===== config.mk =====
export PLATFORM = sky130hd
export DESIGN_NAME = anita3_deadtime_generator
export DESIGN_NICKNAME = d
export VERILOG_FILES = /design/src/rtl/anita3_deadtime_generator.sv
export SDC_FILE = /design/constraint.sdc
export NUM_CORES = 1
export LEC_CHECK = 0
export ABC_AREA = 1
export CORE_ASPECT_RATIO = 0.8
export CORE_MARGIN = 5
export CORE_UTILIZATION = 49
export DETAILED_ROUTE_END_ITERATION = 8
export PLACE_DENSITY = 0.78
export SYNTH_ARGS = -nofsm -noshare
export SYNTH_HDL_FRONTEND = slang
export SYNTH_SLANG_ARGS = --single-unit
export TNS_END_PERCENT = 20

===== constraint.sdc =====
create_clock -name clk250_i -period 1.68 [get_ports clk250_i]
set_input_delay 0.42 -clock clk250_i [delete_from_list [all_inputs] [get_ports clk250_i]]
set_output_delay 0.42 -clock clk250_i [all_outputs]
set_load 0.01 [all_outputs]

===== src/rtl/anita3_deadtime_generator.sv =====
// Deadtime level generator for the 250 MHz trigger domain: ring-ordered buffer occupancy,
// post-trigger holdoff, run disable and per-PPS lost-trigger count. Optional macro: DEADGEN_EXT_BUSY_EN.
module anita3_deadtime_generator #(
    parameter int NBUF    = 4,
    parameter int HOLDOFF = 16,
    parameter int LOSTW   = 16
) (
    input  logic                    clk250_i,
    input  logic                    rst_n_i,
    input  logic                    trig_i,
    input  logic                    clear_i,
    input  logic [$clog2(NBUF)-1:0] clear_buf_i,
    input  logic                    disable_i,
    input  logic                    pps_i,
`ifdef DEADGEN_EXT_BUSY_EN
    input  logic                    ext_busy_i,
`endif
    output logic                    dead_o,
    output logic [$clog2(NBUF)-1:0] wr_buf_o,
    output logic [NBUF-1:0]         occupied_o,
    output logic                    trig_accept_o,
    output logic [LOSTW-1:0]        lost_o
);

    localparam int PW  = $clog2(NBUF);
    localparam int HCW = (HOLDOFF > 1) ? $clog2(HOLDOFF) : 1;

    typedef enum logic [1:0] {
        ST_LIVE     = 2'd0,
        ST_HOLDOFF  = 2'd1,
        ST_FULL     = 2'd2,
        ST_DISABLED = 2'd3
    } state_t;

    state_t           state_q, state_d;
    logic [NBUF-1:0]  occupied_q, occupied_d;
    logic [PW-1:0]    wr_ptr_q, wr_ptr_d;
    logic [HCW-1:0]   hold_cnt_q, hold_cnt_d;
    logic [LOSTW-1:0] lost_cnt_q, lost_cnt_d;
    logic [LOSTW-1:0] lost_q, lost_d;
    logic             accept_q, accept_d;
    logic             dead_q, dead_d;
    logic             block_s;
    logic             lost_ev_s;

    // Leaving dead time: a disable beats a blocked ring, which beats going live.
    function automatic state_t exit_state(input logic blk, input logic next_occupied);
        state_t st;
        if (blk) begin
            st = ST_DISABLED;
        end else if (next_occupied) begin
            st = ST_FULL;
        end else begin
            st = ST_LIVE;
        end
        return st;
    endfunction

`ifdef DEADGEN_EXT_BUSY_EN
    assign block_s = disable_i | ext_busy_i;
`else
    assign block_s = disable_i;
`endif

    // Next-state, occupancy and holdoff counter.
    always_comb begin
        state_d    = state_q;
        occupied_d = occupied_q;
        wr_ptr_d   = wr_ptr_q;
        hold_cnt_d = hold_cnt_q;
        accept_d   = 1'b0;

        if (clear_i) begin
            occupied_d[clear_buf_i] = 1'b0;
        end else begin
            occupied_d = occupied_q;
        end

        case (state_q)
            ST_LIVE: begin
                if (trig_i && !block_s) begin
                    accept_d             = 1'b1;
                    // Applied after the clear so a stale clear of this index loses.
                    occupied_d[wr_ptr_q] = 1'b1;
                    wr_ptr_d             = wr_ptr_q + PW'(1);
                    if (HOLDOFF == 0) begin
                        hold_cnt_d = {HCW{1'b0}};
                        state_d    = exit_state(block_s, occupied_d[wr_ptr_d]);
                    end else begin
                        hold_cnt_d = HCW'(HOLDOFF - 1);
                        state_d    = ST_HOLDOFF;
                    end
                end else if (block_s) begin
                    state_d = ST_DISABLED;
                end else begin
                    state_d = ST_LIVE;
                end
            end
            ST_HOLDOFF: begin
                if (hold_cnt_q == {HCW{1'b0}}) begin
                    state_d = exit_state(block_s, occupied_q[wr_ptr_q]);
                end else begin
                    hold_cnt_d = hold_cnt_q - HCW'(1);
                    state_d    = ST_HOLDOFF;
                end
            end
            ST_FULL: begin
                // Only freeing the buffer at wr_ptr unblocks; the ring never skips.
                if (block_s) begin
                    state_d = ST_DISABLED;
                end else if (!occupied_q[wr_ptr_q]) begin
                    state_d = ST_LIVE;
                end else begin
                    state_d = ST_FULL;
                end
            end
            ST_DISABLED: begin
                if (!block_s) begin
                    state_d = occupied_q[wr_ptr_q] ? ST_FULL : ST_LIVE;
                end else begin
                    state_d = ST_DISABLED;
                end
            end
            default: begin
                state_d = ST_DISABLED;
            end
        endcase

        dead_d = (state_d != ST_LIVE);
    end

    assign lost_ev_s = trig_i & ~accept_d;

    // Lost-trigger counter with PPS snapshot; a coincident lost trigger starts the new second at 1.
    always_comb begin
        if (pps_i) begin
            lost_d     = lost_cnt_q;
            lost_cnt_d = lost_ev_s ? LOSTW'(1) : {LOSTW{1'b0}};
        end else begin
            lost_d = lost_q;
            if (lost_ev_s && (lost_cnt_q != {LOSTW{1'b1}})) begin
                lost_cnt_d = lost_cnt_q + LOSTW'(1);
            end else begin
                lost_cnt_d = lost_cnt_q;
            end
        end
    end

    // State and datapath registers.
    always_ff @(posedge clk250_i or negedge rst_n_i) begin
        if (!rst_n_i) begin
            state_q    <= ST_DISABLED;
            occupied_q <= {NBUF{1'b0}};
            wr_ptr_q   <= {PW{1'b0}};
            hold_cnt_q <= {HCW{1'b0}};
            lost_cnt_q <= {LOSTW{1'b0}};
            lost_q     <= {LOSTW{1'b0}};
            accept_q   <= 1'b0;
            dead_q     <= 1'b1;
        end else begin
            state_q    <= state_d;
            occupied_q <= occupied_d;
            wr_ptr_q   <= wr_ptr_d;
            hold_cnt_q <= hold_cnt_d;
            lost_cnt_q <= lost_cnt_d;
            lost_q     <= lost_d;
            accept_q   <= accept_d;
            dead_q     <= dead_d;
        end
    end

    assign dead_o        = dead_q;
    assign wr_buf_o      = wr_ptr_q;
    assign occupied_o    = occupied_q;
    assign trig_accept_o = accept_q;
    assign lost_o        = lost_q;

endmodule

Word level (Yosys, flattened, before mapping)
Cells that the tools add are included.

storage, ports and cells
  logic and storage cells = 62
  register bits after elaboration = 46
  bits of input ports = 8
  output and inout port bits = 24

cells by class
  add/subtract/negate cells = 3
  order comparisons = 4
  multiplexer cells = 23
  bitwise logic cells = 5
  equality and inequality tests = 6
  reduce and logical (&&, ||, !) cells = 13

operator list
  kind                                                                                  number
  16-bit 2-to-1 mux                                                                     2
  4-bit 2-to-1 mux                                                                      5
  16-bit by 1-bit adder with 16-bit output (second input constant)                      1
  16-bit inequality test (second input constant)                                        1
  2-bit 2-to-1 mux                                                                      5
  4-bit case mux with 2 select lines                                                    1
  2-bit by 3-bit < comparator with 1-bit output (second input constant)                 2
  1-bit 2-to-1 mux                                                                      6
  2-bit case mux with 3 select lines                                                    1
  2-bit nonzero test                                                                    3
  4-bit AND                                                                             1
  1-bit demux with 2-bit select                                                         2
  2-bit == test (second input constant)                                                 2
  2-bit by 1-bit greater-or-equal comparator with 1-bit output (second input constant)  2
  1-bit logical AND                                                                     4
  4-bit zero test                                                                       1
  2-bit inequality test (second input constant)                                         2
  4-bit NOT                                                                             1
  4-bit bitwise OR                                                                      1
  4-bit by 1-bit subtractor with 4-bit output (second input constant)                   1
  3-bit AND reduction                                                                   1
  2-bit by 1-bit adder with 2-bit output (second input constant)                        1
  1-bit binary-select mux with 2-bit select                                             1
  2-bit by 1-bit == test with 1-bit output (second input constant)                      1
  other kinds (6)                                                                       6

Longest topological paths before layout
  depth after elaboration = 10
  mapped depth = 10
  gate-level depth less buffers = 9

Worst setup path after synthesis
No wires, ideal clock.

  path kind = reg2reg
  from = register lost_cnt_q[0]
  to = register lost_cnt_q[14]
  data required time = 1.561 ns
  library setup time = 0.119 ns
  path slack = 0.122 ns
  period minus slack after synthesis = 1.558 ns
  cell stages (with the launch flop) = 11
  arrival time = 1.440 ns
  cells stage by stage = dfrtp_1 ha_1 nand3_1 inv_2 nand2_2 nor2_4 nor2_4 nor2_8 buf_6 nand2_1 nand2_1

between the ends
  word-level cells in the longest chain between the ends = 3
  elaborated cells on any way between the ends = 6

RTL lines
  element                                                                             RTL line  source
  start: declaration                                                                  39        logic [LOSTW-1:0] lost_cnt_q, lost_cnt_d;
  start signal: assignment                                                            156       lost_cnt_q <= {LOSTW{1'b0}};
  start signal: assignment                                                            165       lost_cnt_q <= lost_cnt_d;
  16-bit by 1-bit adder with 16-bit output or 16-bit inequality test (tied branches)  142, 141
  16-bit 2-to-1 mux or 1-bit logical AND (tied branches)                              141       if (lost_ev_s && (lost_cnt_q != {LOSTW{1'b1}})) begin
  16-bit 2-to-1 mux or 2-bit nonzero test (tied branches)                             --

Several ways; a longest one is shown, not always the timed one. The select of a mux whose other input is x is not followed.
A chain may end at the register's enable or synchronous reset.

Final worst setup path
  from = register lost_q[12], in the netlist lost_o[12]
  to = output lost_o[12]

RTL lines
  element                   RTL line  source
  start: declaration        40        logic [LOSTW-1:0] lost_q, lost_d;
  start signal: assignment  157       lost_q <= {LOSTW{1'b0}};
  start signal: assignment  166       lost_q <= lost_d;
  end: declaration          22        output logic [LOSTW-1:0] lost_o

No word-level cell between the ends.

==> flow_summary.yaml <==
timing:
  holdWs_ns: 0.0784
  slew_violations: 0
  max_freq_ghz: 0.611
  relSlewSlack: 0.800
  period_needed_ns: 1.64
  final.setup.tns_ns: 0
  worst_clock_skew_ns: 0.00393
  finalHoldViolCount: 0
  worst_slew_pin_slew_ns: 0.299
  setup_viol: 0
  finalCritPeriodShare: 0.974
power_and_ir_drop:
  power_leakage_nw: 1.51
  ir_drop_v: 0.000767
  power_w: 0.00287
  power_density_nw_per_um2: 983
placed_design:
  io_buffers: 31
  dp_cells: 393
  dp_hpwl_mm: 3.72
  dpl_cell_area_um2: 2810
  gp_congestion: 0.824
cts:
  cts_root_buf: "clkbuf_8"
  cts_tree: "built"
  cts_resized: 4
  h-tree-depth: 2
  cts_buffer_depth: 2
  hold_buffers: 0
  cts.sinks: 46
  path_clk_slew_ns: 0.09
  cts_buffers: 5
  post_cts_buffers: 0
  clk_latency_ns: 0.30
route:
  first_pass_iters: 7
  viasPerCell: 5.07
  drtIter0Drc: 145
  wl_per_cell_um: 12.7
  wirelength_mm: 5.08
  drtAntennaViolNets: 0
  vias: 2032
  drc: 0
setup_path:
  max_stage_delay_ns: 0.55
  critical_path_required_ns: 1.26
  crit_type: "flip-flop to primary output"
  cp_cell_sequence: "clkdlybuf4s50_1"
  arrival_ns: 1.22
  critical_path.top_delay_family: "buffers and inverters"
  crit_buf_inv: 1
  end_kind: "primary output"
  slowest_stage: "clkdlybuf4s50_1"
  cp-start-kind: "flip-flop"
  crit_fanout: 2
die:
  fp.dieW_um: 87.0
  initial_utilization: 0.506
  floorplan.die_area_um2: 6230
  core_area_um2: 4600
  die_y_um: 71.6
  rows: 22
  ios: 32
cells_and_area:
  final_common_cell: "nand2_1"
  diodes: 0
  syn_to_final_growth_pct: 25.5
  num-nets-final: 355
  stdcell_area_um2: 2920
  layout_common_cells: "nand2_1 (107), dfrtp_1 (43), inv_1 (27)"
  drive_gt1_frac: 0.114
  fin_cells: 401
grt:
  grt_pass1_vias: 1992
  grtUsageTotal: 0.185
  grt_antenna_before_repair: 0
  grt_max_degree: 47
  overflow: 0
  grt_pass1_wl_mm: 9.23
synth:
  synthMuxAreaShare: 0
  synth_fp_nets: 306
  seq_area_frac_synth: 0.497
  yosysTopAreaCell: "dfrtp_1"
  synth-compound-area-share: 0.0549
  synth_area_leaders: "dfrtp_1 (46%), nand2_1 (17%), inv_1 (4.4%)"
  postSynth.asyncResetShare: 1.00
  syn_inst: 291
  synth_xor_area_frac: 0.0188
  yosys.area.top_type_share: 0.463
  synth-simple-area-share: 0.328
  synthAdderAreaFrac: 0.0377
  synth_top_family_by_area: "simple AND/OR/NAND/NOR gates"
  ys_ff_latch: 46
  synth_edf_count: 0
  syn-cell-area_um2: 2320
  synthFlopType: "dfrtp_1"
  syn_area_per_cell_um2: 7.99
  synth_cell_types: 26
  yosysWarnings: 0
status:
  status: "complete, no violations"
min_path:
  holdCritPathClass: "input port to asynchronous set/reset pin"
run:
  maxCapViolCount: 0
-- stage by stage --
step	setup slack (ns)	utilization
floorplan	0.122	-
finish	0.0443	0.634
global route	-0.00165	0.634
CTS	0.000162	0.632
global placement	-0.0972	0.612
detailed placement	-0.122	0.612
-- flip-flops by register name (all words and copies together), names as in the netlist --
| signal | flops |
|---|---|
| dead_o | 1 |
| hold_cnt_q | 4 |
| lost_cnt_q | 16 |
| lost_o | 16 |
| occupied_o | 4 |
| state_q | 2 |
| trig_accept_o | 1 |
| wr_buf_o | 2 |
-- metal layers --
metal | GRT usage | part of all wire
met1 | 0.270 | 0.49
met2 | 0.271 | 0.43
met3 | 0.0345 | 0.065
met4 | 0.0709 | 0.017
met5 | 0 | 0
-- power by group --
part           internal (W)  switching (W)  total, W
Clock              0.000331       0.000386  0.000717
Combinational      0.000319       0.000440  0.000759
Sequential          0.00128       0.000115   0.00139
-- synthesized netlist by cell type (2+ instances only) --
master	number
dfstp_2	3
nand2_1	107
xor2_1	5
ha_1	7
inv_1	27
a21oi_1	2
nand4_1	16
o21ai_0	15
o31ai_1	2
inv_2	2
nand3_1	19
nor3_1	2
o21ai_1	3
clkbuf_1	4
nor2_1	22
dfrtp_1	43
nor2_4	3
-- final timing paths --
path,from,endpoint,slack [ns],depth (start not counted)
worst max-delay path,lost_o[12]$_DFFE_PN0P_,lost_o[12],0.04,1
worst min-delay path,rst_n_i,lost_o[4]$_DFFE_PN0P_,0.08,2
worst max register to register,lost_cnt_q[4]$_DFFE_PN0P_,lost_cnt_q[2]$_DFFE_PN0P_,0.11,8
worst min register to register,lost_o[5]$_DFFE_PN0P_,lost_o[5]$_DFFE_PN0P_,0.48,2
max in group asynchronous,rst_n_i,state_q[1]$_DFF_PN1_,1.34,2
min in group clk250_i,lost_o[5]$_DFFE_PN0P_,lost_o[5]$_DFFE_PN0P_,0.48,2
-- area by class of cell --
cell class | instances | area (µm²)
Clock inverter | 2 | 12.5
Clock buffer | 6 | 82.6
Sequential cell | 46 | 1150
Fill cell | 378 | 1680
Tap cell | 60 | 75.1
Inverter | 29 | 109
Timing Repair Buffer | 49 | 455
Multi-Input combinational cell | 209 | 1030
-- cells by family after synthesis --
family	after synthesis
compound gates	24
xor+xnor	5
fa+ha+maj	7
buf+inv	36
flops	46
simple gates	173
(Power assumes the default switching activity.)
